### config.mk
export PLATFORM = sky130hd
export DESIGN_NAME = mult_div_unit
export DESIGN_NICKNAME = d
export VERILOG_FILES = /design/src/rtl/cpu_pkg.sv /design/src/rtl/md_core_iter.sv /design/src/rtl/mult_div_unit.sv
export SDC_FILE = /design/constraint.sdc
export NUM_CORES = 1
export LEC_CHECK = 0
export CORE_MARGIN = 2
export CORE_UTILIZATION = 60
export CTS_BUF_LIST = sky130_fd_sc_hd__clkbuf_16
export DETAILED_ROUTE_END_ITERATION = 12
export PLACE_DENSITY = 0.87
export SLEW_MARGIN = 15
export SYNTH_ARGS = -nofsm -noshare
export SYNTH_HDL_FRONTEND = slang
export SYNTH_SLANG_ARGS = --single-unit
### constraint.sdc
create_clock -name clk -period 9.5 [get_ports clk]
set_input_delay 1.9 -clock clk [delete_from_list [all_inputs] [get_ports clk]]
set_output_delay 1.9 -clock clk [all_outputs]
set_load 0.1 [all_outputs]
### src/rtl/cpu_pkg.sv
// Shared CPU definitions: opcode/funct constants and multiply/divide unit types.
// Latency: none (declarations only).
// Backpressure: none (declarations only).
package cpu_pkg;

   // R-type opcode and the HI/LO related funct codes
   localparam logic [5:0] OPC_RTYPE = 6'h00;
   localparam logic [5:0] FN_MFHI   = 6'h10;
   localparam logic [5:0] FN_MTHI   = 6'h11;
   localparam logic [5:0] FN_MFLO   = 6'h12;
   localparam logic [5:0] FN_MTLO   = 6'h13;
   localparam logic [5:0] FN_MULT   = 6'h18;
   localparam logic [5:0] FN_DIV    = 6'h1a;

   // Multiply/divide sequencer states
   typedef enum logic [1:0] {
      MD_IDLE = 2'd0,
      MD_RUN  = 2'd1,
      MD_FIX  = 2'd2,
      MD_ZDIV = 2'd3
   } md_state_t;

   // Operation kind latched at the start edge
   typedef enum logic {
      MD_OP_MULT = 1'b0,
      MD_OP_DIV  = 1'b1
   } md_op_t;

endpackage

### src/rtl/md_core_iter.sv
// Single iteration of unsigned shift-add multiply or restoring shift-subtract divide.
// Latency: combinational; the caller registers acc_nxt once per cycle.
// Backpressure: none; the caller decides when to advance.
// Ports: op selects the step, m is the multiplicand (mult) or divisor (div),
//        acc is the 2*WIDTH accumulator, acc_nxt is the accumulator after one step.
//        Mult layout: acc = {partial_high, multiplier_remaining}.
//        Div layout:  acc = {remainder, dividend_remaining/quotient_bits}.
module md_core_iter
   import cpu_pkg::*;
#(
   parameter int WIDTH = 32
) (
   input  md_op_t             op,
   input  logic [WIDTH-1:0]   m,
   input  logic [2*WIDTH-1:0] acc,
   output logic [2*WIDTH-1:0] acc_nxt
);

   logic [WIDTH:0] sum;
   logic [WIDTH:0] part;
   logic [WIDTH:0] diff;

   always_comb begin
      sum     = '0;
      part    = '0;
      diff    = '0;
      acc_nxt = acc;
      if (op == MD_OP_MULT) begin
         // Add m into the high half when the current multiplier bit is set,
         // then shift everything right keeping the carry.
         sum     = {1'b0, acc[2*WIDTH-1:WIDTH]} + (acc[0] ? {1'b0, m} : '0);
         acc_nxt = {sum, acc[WIDTH-1:1]};
      end else begin
         // Shift the next dividend bit into the remainder and try to subtract.
         // The remainder stays below m, so WIDTH+1 bits cover the shifted value.
         part = {acc[2*WIDTH-1:WIDTH], acc[WIDTH-1]};
         diff = part - {1'b0, m};
         if (!diff[WIDTH])
            acc_nxt = {diff[WIDTH-1:0], acc[WIDTH-2:0], 1'b1};
         else
            acc_nxt = {part[WIDTH-1:0], acc[WIDTH-2:0], 1'b0};
      end
   end

endmodule

### src/rtl/mult_div_unit.sv
// Iterative signed MULT/DIV unit owning the HI/LO registers.
// Latency: start edge to done-visible cycle is WIDTH+1 cycles; divide-by-zero reports after 1 cycle.
// Backpressure: starts and HI/LO writes are ignored while busy; nothing is queued.
// Ports: MultStart/DivStart begin an operation on op_a/op_b (sampled in IDLE only),
//        HIWrite/LOWrite load wdata directly in IDLE, hi/lo are the result registers,
//        busy covers RUN and FIX, mult_done/div_done/div_by_zero are one-cycle pulses.
module mult_div_unit
   import cpu_pkg::*;
#(
   parameter int WIDTH = 32
) (
   input  logic             clk,
   input  logic             reset,
   input  logic             MultStart,
   input  logic             DivStart,
   input  logic [WIDTH-1:0] op_a,
   input  logic [WIDTH-1:0] op_b,
   input  logic             HIWrite,
   input  logic             LOWrite,
   input  logic [WIDTH-1:0] wdata,
   output logic [WIDTH-1:0] hi,
   output logic [WIDTH-1:0] lo,
   output logic             busy,
   output logic             mult_done,
   output logic             div_done,
   output logic             div_by_zero
);

   localparam int CW = $clog2(WIDTH);

   md_state_t          state, state_nxt;
   md_op_t             op_q;
   logic [WIDTH-1:0]   m_q;
   logic [2*WIDTH-1:0] acc_q, acc_nxt;
   logic               neg_lo_q, neg_hi_q;
   logic [CW-1:0]      cnt_q;

   logic               sa, sb;
   logic [WIDTH-1:0]   mag_a, mag_b;
   logic [2*WIDTH-1:0] prod;
   logic [WIDTH-1:0]   fix_hi, fix_lo;

   assign sa    = op_a[WIDTH-1];
   assign sb    = op_b[WIDTH-1];
   assign mag_a = sa ? -op_a : op_a;
   assign mag_b = sb ? -op_b : op_b;

   md_core_iter #(.WIDTH(WIDTH)) u_iter (
      .op      (op_q),
      .m       (m_q),
      .acc     (acc_q),
      .acc_nxt (acc_nxt)
   );

   // Sign correction applied at FIX. For DIV, neg_lo is the quotient sign and
   // neg_hi the remainder sign (follows the dividend).
   assign prod   = neg_lo_q ? -acc_q : acc_q;
   assign fix_lo = (op_q == MD_OP_MULT) ? prod[WIDTH-1:0]
                 : (neg_lo_q ? -acc_q[WIDTH-1:0] : acc_q[WIDTH-1:0]);
   assign fix_hi = (op_q == MD_OP_MULT) ? prod[2*WIDTH-1:WIDTH]
                 : (neg_hi_q ? -acc_q[2*WIDTH-1:WIDTH] : acc_q[2*WIDTH-1:WIDTH]);

   always_ff @(posedge clk) begin
      if (reset) state <= MD_IDLE;
      else       state <= state_nxt;
   end

   always_comb begin
      state_nxt = state;
      busy      = 1'b0;
      case (state)
         MD_IDLE: begin
            if (MultStart)
               state_nxt = MD_RUN;
            else if (DivStart)
               state_nxt = (op_b == '0) ? MD_ZDIV : MD_RUN;
         end
         MD_RUN: begin
            busy = 1'b1;
            if (cnt_q == CW'(WIDTH-1))
               state_nxt = MD_FIX;
         end
         MD_FIX: begin
            busy      = 1'b1;
            state_nxt = MD_IDLE;
         end
         MD_ZDIV: state_nxt = MD_IDLE;
         default: state_nxt = MD_IDLE;
      endcase
   end

   always_ff @(posedge clk) begin
      if (reset) begin
         hi          <= '0;
         lo          <= '0;
         mult_done   <= 1'b0;
         div_done    <= 1'b0;
         div_by_zero <= 1'b0;
         cnt_q       <= '0;
         op_q        <= MD_OP_MULT;
         m_q         <= '0;
         acc_q       <= '0;
         neg_lo_q    <= 1'b0;
         neg_hi_q    <= 1'b0;
      end else begin
         mult_done   <= 1'b0;
         div_done    <= 1'b0;
         div_by_zero <= 1'b0;
         case (state)
            MD_IDLE: begin
               // Multiply wins over divide; a start swallows any same-cycle HI/LO write.
               if (MultStart) begin
                  op_q     <= MD_OP_MULT;
                  m_q      <= mag_a;
                  acc_q    <= {{WIDTH{1'b0}}, mag_b};
                  neg_lo_q <= sa ^ sb;
                  neg_hi_q <= sa ^ sb;
                  cnt_q    <= '0;
               end else if (DivStart) begin
                  op_q     <= MD_OP_DIV;
                  m_q      <= mag_b;
                  acc_q    <= {{WIDTH{1'b0}}, mag_a};
                  neg_lo_q <= sa ^ sb;
                  neg_hi_q <= sa;
                  cnt_q    <= '0;
               end else begin
                  if (HIWrite) hi <= wdata;
                  if (LOWrite) lo <= wdata;
               end
            end
            MD_RUN: begin
               acc_q <= acc_nxt;
               cnt_q <= cnt_q + CW'(1);
            end
            MD_FIX: begin
               hi <= fix_hi;
               lo <= fix_lo;
               if (op_q == MD_OP_MULT) mult_done <= 1'b1;
               else                    div_done  <= 1'b1;
            end
            MD_ZDIV: begin
               div_done    <= 1'b1;
               div_by_zero <= 1'b1;
            end
            default: ;
         endcase
      end
   end

endmodule

Word level (Yosys, flattened, before mapping)
Cells that the tools add are included.

storage, ports and cells
  register bits after elaboration = 173
  input port bits = 102
  output and inout bits = 68
  word-level logic and storage cells = 87

operators by class
  $add $sub $neg = 8
  equality and inequality tests = 10
  muxes and demuxes = 42
  bitwise gates (word level) = 2
  reductions and logical operators = 13

operators with widths
  kind                                                  count
  two-way mux 32 bit                                    15
  two-way mux 64 bit                                    5
  negation 32 bit                                       4
  one-hot mux 32 bit (2 select lines)                   2
  one-hot mux 64 bit (2 select lines)                   1
  negation 64 bit                                       1
  adder 32 x 33 -> 33 bit                               1
  subtractor 33 x 32 -> 33 bit                          1
  zero test 32 bit                                      1
  two-way mux 1 bit                                     10
  two-way mux 5 bit                                     2
  != test 2 bit (second input constant)                 5
  one-hot mux 5 bit (2 select lines)                    1
  two-way mux 2 bit                                     4
  AND reduction 4 bit                                   2
  one-hot mux 2 bit (3 select lines)                    1
  AND reduction 2 bit                                   3
  nonzero test 2 bit                                    3
  OR reduction 2 bit                                    3
  adder 5 x 1 -> 5 bit (second input constant)          1
  equality test 5 bit (second input constant)           1
  equality test 2 bit (second input constant)           2
  != test 3 bit (second input constant)                 1
  equality test 2 x 1 -> 1 bit (second input constant)  1
  4 further kinds                                       4

Longest topological paths before layout
  word-level depth = 5
  gate-level depth with buffers = 15
  gate-level depth less buffers = 14

Hierarchy
From an unflattened synthesis, not the netlist that was laid out.

second synthesis, totals
  cells, all modules = 2089
  area, all modules = 15504.9 µm²

modules (own cells, without submodules)
  module         times used  cells an instance  area each (µm²)  seq. area each (µm²)
  mult_div_unit  1           1437               10979.3          3463.3
  md_core_iter   1           652                4525.6           0.0

Least setup slack after synthesis
Ideal clock, no wire load.

  path type = input to register
  start point = input op_b[2]
  end point = register m_q[27]
  setup time = 95 ps
  arrival time = 4192 ps
  required time = 9405 ps
  path slack = 5212 ps
  cell stages on the path = 9
  path buffers = 0
  path through = or3_1 > or4_4 > nor2_2 > nand3_2 > or3_4 > o41ai_1 > xor2_1 > a22o_1 > a221oi_1

between the ends
  word-level cells in the longest chain between the ends = 4

ends and longest elaborated chain
  element                 RTL line              source
  start: declaration      mult_div_unit.sv:17   input logic [WIDTH-1:0] op_b,
  negation 32 bit         mult_div_unit.sv:46   assign mag_b = sb ? -op_b : op_b;
  two-way mux 32 bit      mult_div_unit.sv:46
  two-way mux 32 bit      mult_div_unit.sv:119  end else if (DivStart) begin
  two-way mux 32 bit      mult_div_unit.sv:112  if (MultStart) begin
  end signal: assignment  mult_div_unit.sv:114  m_q <= mag_a;
  end signal: assignment  mult_div_unit.sv:121  m_q <= mag_b;
  end: declaration        mult_div_unit.sv:33   logic [WIDTH-1:0] m_q;

No other way between the ends. The select of a mux whose other input is x is not followed.
A chain may end at the register's enable or synchronous reset.

Final worst setup path
  start point = input op_a[3]
  end point = register acc_q[26]

between the ends
  word-level cells in the longest chain between the ends = 5

ends and longest elaborated chain
  element                              RTL line              source
  start: declaration                   mult_div_unit.sv:16   input logic [WIDTH-1:0] op_a,
  negation 32 bit                      mult_div_unit.sv:45   assign mag_a = sa ? -op_a : op_a;
  two-way mux 32 bit                   mult_div_unit.sv:45
  two-way mux 64 bit                   mult_div_unit.sv:119
  two-way mux 64 bit                   mult_div_unit.sv:112
  one-hot mux 64 bit (2 select lines)  mult_div_unit.sv:109  case (state)
  end signal: assignment               mult_div_unit.sv:115  acc_q <= {{WIDTH{1'b0}}, mag_b};
  end signal: assignment               mult_div_unit.sv:122  acc_q <= {{WIDTH{1'b0}}, mag_a};
  end signal: assignment               mult_div_unit.sv:132  acc_q <= acc_nxt;
  end: declaration                     mult_div_unit.sv:34   logic [2*WIDTH-1:0] acc_q, acc_nxt;

No other way between the ends. The select of a mux whose other input is x is not followed.

==> impl_metrics.ini <==
[layout]
fillers = 1863
area_growth_pct = 17.0
n_antenna_cell = 0
fin_area_sq_um = 16800
fin_nets = 2162
drive_gt1_share_pct = 5.96
fin_cells = 2316

[pwr]
ir_drop_v = 0.000120
powerDensity_nw_per_um2 = 186
totalPowerFinal_w = 0.00312
power_leakage_nw = 6.55

[drt]
drt-wirelength-per-cell_um = 21.4
top_layer_used = met4
dr.first_iter.drc_count = 1876
ant_nets = 0
wl_um = 49600
wl_met2_um = 21300
drc = 0
num_vias = 15300
m1WireLength_um = 19600
routed_via_density = 6.61
dr_wl_met3_um = 5310
drtPass1Iterations = 7

[placement]
gp_congestion = 1.05
dp_cells = 2284
placed_area_sq_um = 16200
dpl.hpwl_um = 37300
numPortBuffers = 169

[floorplan]
coreArea_sq_um = 23500
chipWidth_um = 159
ios = 170
die_height_um = 159
rows = 56
dieArea_sq_um = 25200
start_util_pct = 61.1

[global_routing]
grt_pass1_vias = 14100
antenna_found_initial = 0
grt_max_degree = 99
grt_use_total_pct = 39.0
grt_pass1_wl_um = 75800
overflow = 0

[timing]
tightest_slew_ns = 1.20
slew_violations = 0
hold_violations = 0
fmax_mhz = 214
rsz0062_at_grt = no
setup_tns_ns = 0
final.min_clock_period_ns = 4.68
fin_crit_sh_pct = 49.2
fin_skew_ns = 0.0164
setup_violations = 0
relSlewSlack_pct = 20.2

[synth]
ys_top_cells_by_area = dfxtp_1 24%, nor2_1 8.3%, ha_1 6.5%, a211oi_1 5.8%, xnor2_1 5.7%
syn_inst = 1895
ys_types = 85
synth_seq_cells = 173
syn_nets = 2073
ys.flop_type = dfxtp_1
synth_edf_count = 0
yosysWarnings = 0
seq_area_frac_synth_pct = 24.1
syn-cell-area_sq_um = 14400
netlist.area_leader.share_pct = 24.1
synth_top_cell_by_area = dfxtp_1
syn_area_per_cell_sq_um = 7.57
synthArstFlopShare_pct = 0

[critical_path]
cp_max_fo = 4
cp-end-kind = register
rrSetupSlack_ns = 4.92
worst-setup-path-type = input pin to register
critPathRequiredTime_ns = 9.87
r2r_start = acc_q[31]$_SDFFE_PP0P_
r2r_cells = 14
cp.arrival_ns = 5.04
worst_setup_path_start_kind = input pin
timing.rr.end = acc_q[42]$_SDFFE_PP0P_

[hold_path]
whs_endpoint = cnt_q[3]$_SDFFE_PP0P_
hold_path_class = register to register
min_path_cells = 1
hp-start = cnt_q[3]$_SDFFE_PP0P_

[clock_tree]
cts_buffer_depth = 2
cts_buffers = 17
htree_levels = 4
root_buffer = clkbuf_16
clock_latency_ns = 0.46
clkSinkCount = 173
ctsHoldBuffers = 0
cts-resized-gates = 0
post_cts_buffers = 0
path_clk_slew_ns = 0.08
cts_tree = built

[status]
status = completed

[run]
cap_violations = 0
-- logic make-up after synthesis --
family | share of synthesized area [%]
flops | 24.1
buf+inv | 4.93
fa+ha+maj | 6.73
simple gates | 20.2
xor+xnor | 10.6
mux | 5.40
compound gates | 28.1
-- how the worst max path moves through the flow --
stage                     startpoint                      to  depth (start not counted)
final                        op_a[3]  acc_q[26]$_SDFFE_PP0P_                         11
after global routing         op_a[3]  acc_q[25]$_SDFFE_PP0P_                         11
after CTS                    op_a[3]  acc_q[26]$_SDFFE_PP0P_                         11
after detailed placement     op_a[3]  acc_q[26]$_SDFFE_PP0P_                         11
after global placement      op_a[11]  acc_q[28]$_SDFFE_PP0P_                         11
after floorplan              op_b[2]    m_q[27]$_SDFFE_PP0P_                          9
-- power by group --
| group | internal [W] | total (W) | switching (W) |
|---|---|---|---|
| clock | 0.000372 | 0.000765 | 0.000393 |
| sequential | 0.000814 | 0.000947 | 0.000132 |
| combinational | 0.000477 | 0.00141 | 0.000929 |
-- cell usage in the layout (no fill, tap or decap), types with 22 or more instances in the layout --
cell,netlist,final
a211oi_1,111,111
a21o_1,46,46
a21oi_1,158,155
a221oi_1,23,23
buf_4,2,22
clkdlybuf4s50_1,0,167
dfxtp_1,173,172
ha_1,74,72
inv_1,59,59
mux2i_1,55,55
nand2_1,113,113
nor2_1,316,316
nor3_1,46,46
o21ai_0,73,73
o31ai_1,30,30
or3_1,22,22
xnor2_1,93,93
xor2_1,80,80
-- state kept, by name, summed over array words and instances, names as in the netlist --
register / cells
neg_lo_q: 1
div_done: 1
cnt_q: 5
state: 2
op_q: 1
mult_done: 1
acc_q: 64
m_q: 32
neg_hi_q: 1
div_by_zero: 1
lo: 32
hi: 32
-- worst max-delay path, stage by stage --
cell             delay [ns]
clkdlybuf4s50_1        0.47
nor4_1                 0.45
nor2b_1                0.33
nand4_1                0.29
or4_4                  0.52
o41ai_2                0.27
xnor2_1                0.19
nor2_1                 0.07
a211oi_1               0.23
a211oi_1               0.08
nor3_1                 0.24
-- per-layer routing --
layer	up-vias	GRT usage, %
met4	0	25.7
li1	7087	-
met2	949	60.3
met5	-	0
met3	195	8.19
met1	7068	49.1
-- synthesized netlist by cell type (all sizes together), types with 46 or more instances --
master / instances
inv: 59
nand2: 114
ha: 74
a21o: 46
xnor2: 93
a211oi: 112
o21ai: 81
nor3: 48
mux2i: 55
clkbuf: 97
nor2: 319
xor2: 80
dfxtp: 173
a21oi: 159
-- metrics by stage --
step	util, %	hold slack (ns)	setup slack, ns
after CTS	71.6	0.491	4.86
after floorplan	-	0.429	5.21
after detailed placement	68.8	0.481	4.44
final	71.6	0.500	4.82
after global placement	68.8	0.446	4.56
after global routing	71.6	0.516	4.57
-- layout make-up --
cell class | instances | area, sq um | share of cell area (%)
inverter | 60 | 225 | 1.34
tap | 319 | 399 | 2.38
clock buffer | 17 | 425 | 2.53
clock inverter | 15 | 214 | 1.27
sequential | 173 | 3460 | 20.6
timing repair buffer | 190 | 1840 | 11.0
multi-input combinational | 1542 | 10200 | 60.9
Note: power is estimated with default switching activity, not from simulation.
